==> config.mk <==
export PLATFORM = sky130hd
export DESIGN_NAME = mmss_timer_core
export DESIGN_NICKNAME = d
export VERILOG_FILES = /design/src/rtl/mmss_timer_core.sv
export SDC_FILE = /design/constraint.sdc
export NUM_CORES = 1
export LEC_CHECK = 0
export ABC_AREA = 1
export CORE_AREA = 2 2 125 127
export CTS_CLUSTER_DIAMETER = 40
export DETAILED_ROUTE_END_ITERATION = 8
export DIE_AREA = 0 0 127 129
export PLACE_DENSITY = 0.8
export SLEW_MARGIN = 40
export SYNTH_ARGS = -nofsm -noshare
export SYNTH_HDL_FRONTEND = slang
export SYNTH_SLANG_ARGS = --single-unit
==> constraint.sdc <==
create_clock -name clk -period 4.2 [get_ports clk]
set_input_delay 1.05 -clock clk [delete_from_list [all_inputs] [get_ports clk]]
set_output_delay 1.05 -clock clk [all_outputs]
set_load 0.02 [all_outputs]
==> src/rtl/mmss_timer_core.sv <==
// MM:SS stopwatch/countdown engine: debounced buttons, clamped preset load,
// BCD count-up/count-down and a blinking expiry alarm.
module mmss_timer_core #(
  parameter int unsigned TICK_DIV        = 100_000_000,
  parameter int unsigned DEBOUNCE_CYCLES = 1_000_000,
  parameter int unsigned MAX_MINUTES     = 99
) (
  input  logic        clk,
  input  logic        reset,
  input  logic        btnU,
  input  logic        btnR,
  input  logic        btnL,
  input  logic [15:0] switches_inputs,
  output logic [3:0]  sec_dig1,
  output logic [3:0]  sec_dig2,
  output logic [3:0]  min_dig1,
  output logic [3:0]  min_dig2,
  output logic        running,
  output logic        mode_down,
  output logic        done,
  output logic        alarm
);

  localparam int unsigned PRESC_W = (TICK_DIV > 1) ? $clog2(TICK_DIV) : 1;
  localparam int unsigned DB_W    = $clog2(DEBOUNCE_CYCLES + 1);
  localparam int unsigned NBTN    = 3;
  localparam logic [3:0]  MAX_TENS  = 4'(MAX_MINUTES / 10);
  localparam logic [3:0]  MAX_UNITS = 4'(MAX_MINUTES % 10);

  typedef enum logic [1:0] {S_IDLE, S_RUN, S_PAUSE, S_DONE} state_t;

  state_t state, state_n;

  logic [NBTN-1:0] btn_raw, sync1, sync2, level, level_d, pulse_c;
  logic [DB_W-1:0] db_cnt [NBTN];
  logic            start_p, load_p, mode_p;

  logic [PRESC_W-1:0] presc;
  logic               tick_c;
  logic               load_take;

  logic [3:0] ld_mt, ld_mu, ld_st, ld_su, mu_clamp;
  logic [7:0] ld_min;
  logic [3:0] up_mt, up_mu, up_st, up_su;
  logic [3:0] dn_mt, dn_mu, dn_st, dn_su;
  logic [3:0] mt_n, mu_n, st_n, su_n;
  logic       md_n, al_n, finish;
  logic       at_max, at_zero, at_one;

  assign btn_raw = {btnL, btnR, btnU};

  // Two-flop synchroniser and accepted-level history for edge detection
  always_ff @(posedge clk or posedge reset) begin
    if (reset) begin
      sync1   <= '0;
      sync2   <= '0;
      level_d <= '0;
    end else begin
      sync1   <= btn_raw;
      sync2   <= sync1;
      level_d <= level;
    end
  end

  // Accepted level flips only after DEBOUNCE_CYCLES consecutive differing samples
  always_ff @(posedge clk or posedge reset) begin
    if (reset) begin
      level <= '0;
      for (int i = 0; i < int'(NBTN); i++) db_cnt[i] <= '0;
    end else begin
      for (int i = 0; i < int'(NBTN); i++) begin
        if (sync2[i] == level[i]) begin
          db_cnt[i] <= '0;
        end else if (db_cnt[i] == DB_W'(DEBOUNCE_CYCLES - 1)) begin
          db_cnt[i] <= '0;
          level[i]  <= sync2[i];
        end else begin
          db_cnt[i] <= db_cnt[i] + DB_W'(1);
        end
      end
    end
  end

  assign pulse_c = level & ~level_d;
  assign start_p = pulse_c[0];
  assign load_p  = pulse_c[1];
  assign mode_p  = pulse_c[2];

  assign tick_c = ((state == S_RUN) || (state == S_DONE)) &&
                  (presc == PRESC_W'(TICK_DIV - 1));

  // Prescaler runs in RUN/DONE, holds in PAUSE, clears in IDLE and on load
  always_ff @(posedge clk or posedge reset) begin
    if (reset) begin
      presc <= '0;
    end else if ((state == S_IDLE) || load_take) begin
      presc <= '0;
    end else if ((state == S_RUN) || (state == S_DONE)) begin
      presc <= tick_c ? '0 : presc + PRESC_W'(1);
    end
  end

  // Preset clamping to a legal MM:SS value
  always_comb begin
    mu_clamp = (switches_inputs[11:8] > 4'd9) ? 4'd9 : switches_inputs[11:8];
    ld_su    = (switches_inputs[3:0]  > 4'd9) ? 4'd9 : switches_inputs[3:0];
    ld_st    = (switches_inputs[7:4]  > 4'd5) ? 4'd5 : switches_inputs[7:4];
    ld_min   = 8'(switches_inputs[15:12]) * 8'd10 + 8'(mu_clamp);
    if (ld_min > 8'(MAX_MINUTES)) begin
      ld_mt = MAX_TENS;
      ld_mu = MAX_UNITS;
    end else begin
      ld_mt = switches_inputs[15:12];
      ld_mu = mu_clamp;
    end
  end

  // BCD increment and decrement of the displayed value
  always_comb begin
    {up_mt, up_mu, up_st, up_su} = {min_dig2, min_dig1, sec_dig2, sec_dig1};
    {dn_mt, dn_mu, dn_st, dn_su} = {min_dig2, min_dig1, sec_dig2, sec_dig1};
    if (sec_dig1 != 4'd9) begin
      up_su = sec_dig1 + 4'd1;
    end else begin
      up_su = 4'd0;
      if (sec_dig2 != 4'd5) begin
        up_st = sec_dig2 + 4'd1;
      end else begin
        up_st = 4'd0;
        if (min_dig1 != 4'd9) begin
          up_mu = min_dig1 + 4'd1;
        end else begin
          up_mu = 4'd0;
          up_mt = min_dig2 + 4'd1;
        end
      end
    end
    if (sec_dig1 != 4'd0) begin
      dn_su = sec_dig1 - 4'd1;
    end else begin
      dn_su = 4'd9;
      if (sec_dig2 != 4'd0) begin
        dn_st = sec_dig2 - 4'd1;
      end else begin
        dn_st = 4'd5;
        if (min_dig1 != 4'd0) begin
          dn_mu = min_dig1 - 4'd1;
        end else begin
          dn_mu = 4'd9;
          dn_mt = min_dig2 - 4'd1;
        end
      end
    end
  end

  assign at_max  = (min_dig2 == MAX_TENS) && (min_dig1 == MAX_UNITS) &&
                   (sec_dig2 == 4'd5) && (sec_dig1 == 4'd9);
  assign at_zero = ({min_dig2, min_dig1, sec_dig2, sec_dig1} == 16'h0000);
  assign at_one  = ({min_dig2, min_dig1, sec_dig2, sec_dig1} == 16'h0001);

  // Next state and next outputs; button priority load > start > mode
  always_comb begin
    state_n   = state;
    {mt_n, mu_n, st_n, su_n} = {min_dig2, min_dig1, sec_dig2, sec_dig1};
    md_n      = mode_down;
    al_n      = alarm;
    load_take = 1'b0;
    finish    = 1'b0;
    case (state)
      S_IDLE: begin
        if (load_p) begin
          load_take = 1'b1;
          {mt_n, mu_n, st_n, su_n} = {ld_mt, ld_mu, ld_st, ld_su};
        end else if (start_p) begin
          if (!(mode_down && at_zero)) state_n = S_RUN;
        end else if (mode_p) begin
          md_n = ~mode_down;
        end
      end
      S_RUN: begin
        if (tick_c) begin
          if (mode_down) begin
            finish = at_zero || at_one;
            if (!at_zero) {mt_n, mu_n, st_n, su_n} = {dn_mt, dn_mu, dn_st, dn_su};
          end else if (at_max) begin
            finish = 1'b1;
          end else begin
            {mt_n, mu_n, st_n, su_n} = {up_mt, up_mu, up_st, up_su};
          end
        end
        if (finish) state_n = S_DONE;
        else if (start_p) state_n = S_PAUSE;
      end
      S_PAUSE: begin
        if (load_p) begin
          load_take = 1'b1;
          {mt_n, mu_n, st_n, su_n} = {ld_mt, ld_mu, ld_st, ld_su};
          state_n = S_IDLE;
        end else if (start_p) begin
          state_n = S_RUN;
        end else if (mode_p) begin
          md_n = ~mode_down;
        end
      end
      S_DONE: begin
        if (load_p) begin
          load_take = 1'b1;
          {mt_n, mu_n, st_n, su_n} = {ld_mt, ld_mu, ld_st, ld_su};
          state_n = S_IDLE;
          al_n    = 1'b0;
        end else if (start_p) begin
          state_n = S_IDLE;
          al_n    = 1'b0;
        end else if (tick_c) begin
          al_n = ~alarm;
        end
      end
      default: state_n = S_IDLE;
    endcase
  end

  // State register with state-decoded registered outputs
  always_ff @(posedge clk or posedge reset) begin
    if (reset) begin
      state     <= S_IDLE;
      sec_dig1  <= 4'd0;
      sec_dig2  <= 4'd0;
      min_dig1  <= 4'd0;
      min_dig2  <= 4'd0;
      mode_down <= 1'b0;
      alarm     <= 1'b0;
      running   <= 1'b0;
      done      <= 1'b0;
    end else begin
      state     <= state_n;
      sec_dig1  <= su_n;
      sec_dig2  <= st_n;
      min_dig1  <= mu_n;
      min_dig2  <= mt_n;
      mode_down <= md_n;
      alarm     <= al_n;
      running   <= (state_n == S_RUN);
      done      <= (state_n == S_DONE);
    end
  end

endmodule

==> flow_summary.ini <==
[power]
switching_share_pct = 23.8
p_clk_share_pct = 51.5
power_frac_comb_pct = 5.1
pwr-share-seq_pct = 43.3
p_per_area_nw_per_um2 = 317
p_leak_uw = 0.00391
peakVddDrop_mv = 0.473
p_switching_uw = 650
intPower_uw = 2080

[logic_synthesis]
synth_area_per_cell_um2 = 7.37
synth_area_um2 = 7420
synth-main-ff-cell = dfrtp_1
synthCells = 1007
synth-edff-count = 0
synthDominantCellAreaShare_pct = 40.8
synth_fp_nets = 1044
ys_types = 49
ys_seq_elements = 121
ys_top_cells_by_count = 218 x nand2_1, 143 x inv_1, 136 x nor2_1
synthTopCellsByArea = dfrtp_1 41%, nand2_1 11%, inv_1 7.2%
synth_top_area_cell = dfrtp_1
yosysMostFrequentCell = nand2_1
ys_seq_area_share_pct = 40.8
postSynth.asyncResetShare_pct = 100
yosysWarnings = 0

[final_layout]
utilization_pct = 57.5
syn_to_final_growth_pct = 16.1
diodes = 0
nNetsFinal = 1092
drive_above_1_share_pct = 7.49
final_area_um2 = 8620

[timing]
tns_ps = 0
period_minus_slack_ps = 3340
hold_violations = 0
drv_slew = 0
finClkSkew_ps = 10.2
setup_slack_ps = 860
setup_violations = 0
fin_hold_ws_ps = 349
post-route-period-util_pct = 79.5
rsz0062_at_grt = false
slew-limit-headroom_pct = 66.5
clock.fmax_mhz = 299
worst_pin_slew_ps = 502

[routing]
wl_um = 16500
vias_per_cell = 5.36
dr.pass1.iters = 5
num_vias = 6737
drt_iter0_drc = 473
drc_errors = 0
post_drt_wl_per_cell_um = 13.1
ant_nets = 0

[setup_path]
crit_type = input pin to register
worstReg2RegEnd = min_dig1[1]
rrSetupSlack_ps = 1940
required_ps = 4560
crit-reg2reg-launch = state[0]
startpoint_type = input pin
cp.arrival_ps = 3700
cp_max_fo = 6
cp-end-kind = register
reg2reg_depth = 12

[clock_network]
cts_buffers = 17
cts_hold_buf = 0
clock-sinks = 121
cts_setup_buffers = 0
tritoncts = yes
h-tree-depth = 4
path_clk_slew_ps = 60
clkLatencyLatePin_ps = 420
cts-root-buf = clkbuf_16
clk_path_buf_depth = 2
ctsResizeCount = 0

[global_routing]
grt_max_degree = 45
grt_pass1_vias = 6384
grt.overflow.total = 0
grtUsageTotal_pct = 21.5
grt_pass1_wl_um = 28800
antenna_found_initial = 0

[flow_run]
drv_cap = 0

[worst_hold_path]
hold_start = sync1[0]
hold_class = register to register
hold_depth = 0
min_to = sync2[0]

[floorplan]
die_w_um = 127
num_io_pins = 41
coreArea_um2 = 15000
die_area_um2 = 16400
initial_core_util_pct = 49.5
die_y_um = 129
rows = 45

[placement]
post_dp_cell_area_um2 = 8040
dp_hpwl_um = 11900
port_buffers = 40
gp_congestion = 0.911
place_ws_ps = 452

[status]
status = finished, final reports clean
[worst max-delay path, cell delays in order]
cell and delay, ps:
clkdlybuf4s50_1 470, ha_1 320, ha_1 210, inv_1 70
fa_1 440, nor2_1 190, nand2_1 100, nor2_1 120
xnor2_1 240, nand2_1 160, o21ai_0 170, nand2_1 80
nand2_1 70
[sequential cells by signal, summed over array words and instances (netlist names), 4 cells and up]
name / count
min_dig1: 4
sec_dig1: 4
db_cnt: 60
sec_dig2: 4
presc: 27
min_dig2: 4
[metal layers]
layer  share of wire [%]  track usage (%)  vias to the layer above
met5                   0                0                        -
met4                 1.7             8.21                        0
met1                  47             28.5                     3145
met3                 3.9             4.32                       24
met2                  47             35.2                      161
li1                    -                -                     3407
[placed cells by master (no fill, tap or decap), types with 4 or more instances in the layout]
cell               n
a31oi_1           11
nor3b_1           10
nand2_1          218
clkinvlp_4         4
nand3_1           68
ha_1              13
o21ai_0           25
nor4_1             9
nor3_2             6
a21oi_1           40
clkinv_4           4
inv_1            142
nand4_1           36
dfrtp_1          121
nor2_1           136
inv_2              4
o211ai_1           4
clkdlybuf4s50_1   40
nand2_2            8
nor2_2            11
and3_1             4
clkbuf_16         17
xnor2_1            7
xor2_1            25
nor3_1            49
o21ai_1            8
[power by group through the flow]
stage	sequential [uW]	clock (uW)	combinational (uW)
after floorplan	1200	0	90.0
after global placement	1200	0	136
after global routing	1180	1480	163
after CTS	1180	1420	143
final	1180	1410	140
after detailed placement	1200	0	142
[worst max path at each step]
stage / start / end / slack (ps)
4_1_cts: switches_inputs[13] / min_dig2[2] / 880
3_5_place_dp: switches_inputs[13] / min_dig2[2] / 450
6_report: switches_inputs[13] / min_dig2[2] / 860
2_1_floorplan: switches_inputs[13] / min_dig2[2] / 1190
5_1_grt: switches_inputs[13] / min_dig2[1] / 640
3_3_place_gp: switches_inputs[13] / min_dig2[2] / 510
[kinds of logic (layout without fill, tap and decap cells)]
| family | after synthesis | after routing | synth area share, % |
|---|---|---|---|
| and+or+nand+nor | 567 | 567 | 35.1 |
| buffers and inverters | 162 | 223 | 8.67 |
| DFF | 121 | 121 | 40.8 |
| AOI/OAI and AO/OA | 106 | 106 | 8.19 |
| xor gates and xnor gates | 32 | 32 | 3.78 |
| adders and majority gates | 16 | 16 | 3.00 |
| muxes | 3 | 3 | 0.455 |
[through the flow]
step           cells  total power [uW]
6_report        1256              2730
5_1_grt         1256              2820
4_1_cts         1256              2750
3_5_place_dp    1224              1340
3_3_place_gp    1223              1340
2_1_floorplan   1007              1290
[final cells by class]
class	instances	area [um2]
Fill cell	1340	6360
Multi-Input combinational cell	724	3750
Sequential cell	121	3030
Inverter	147	556
Timing Repair Buffer	44	475
Clock buffer	19	453
Tap cell	188	235
Clock inverter	13	120
(Power assumes the default switching activity.)
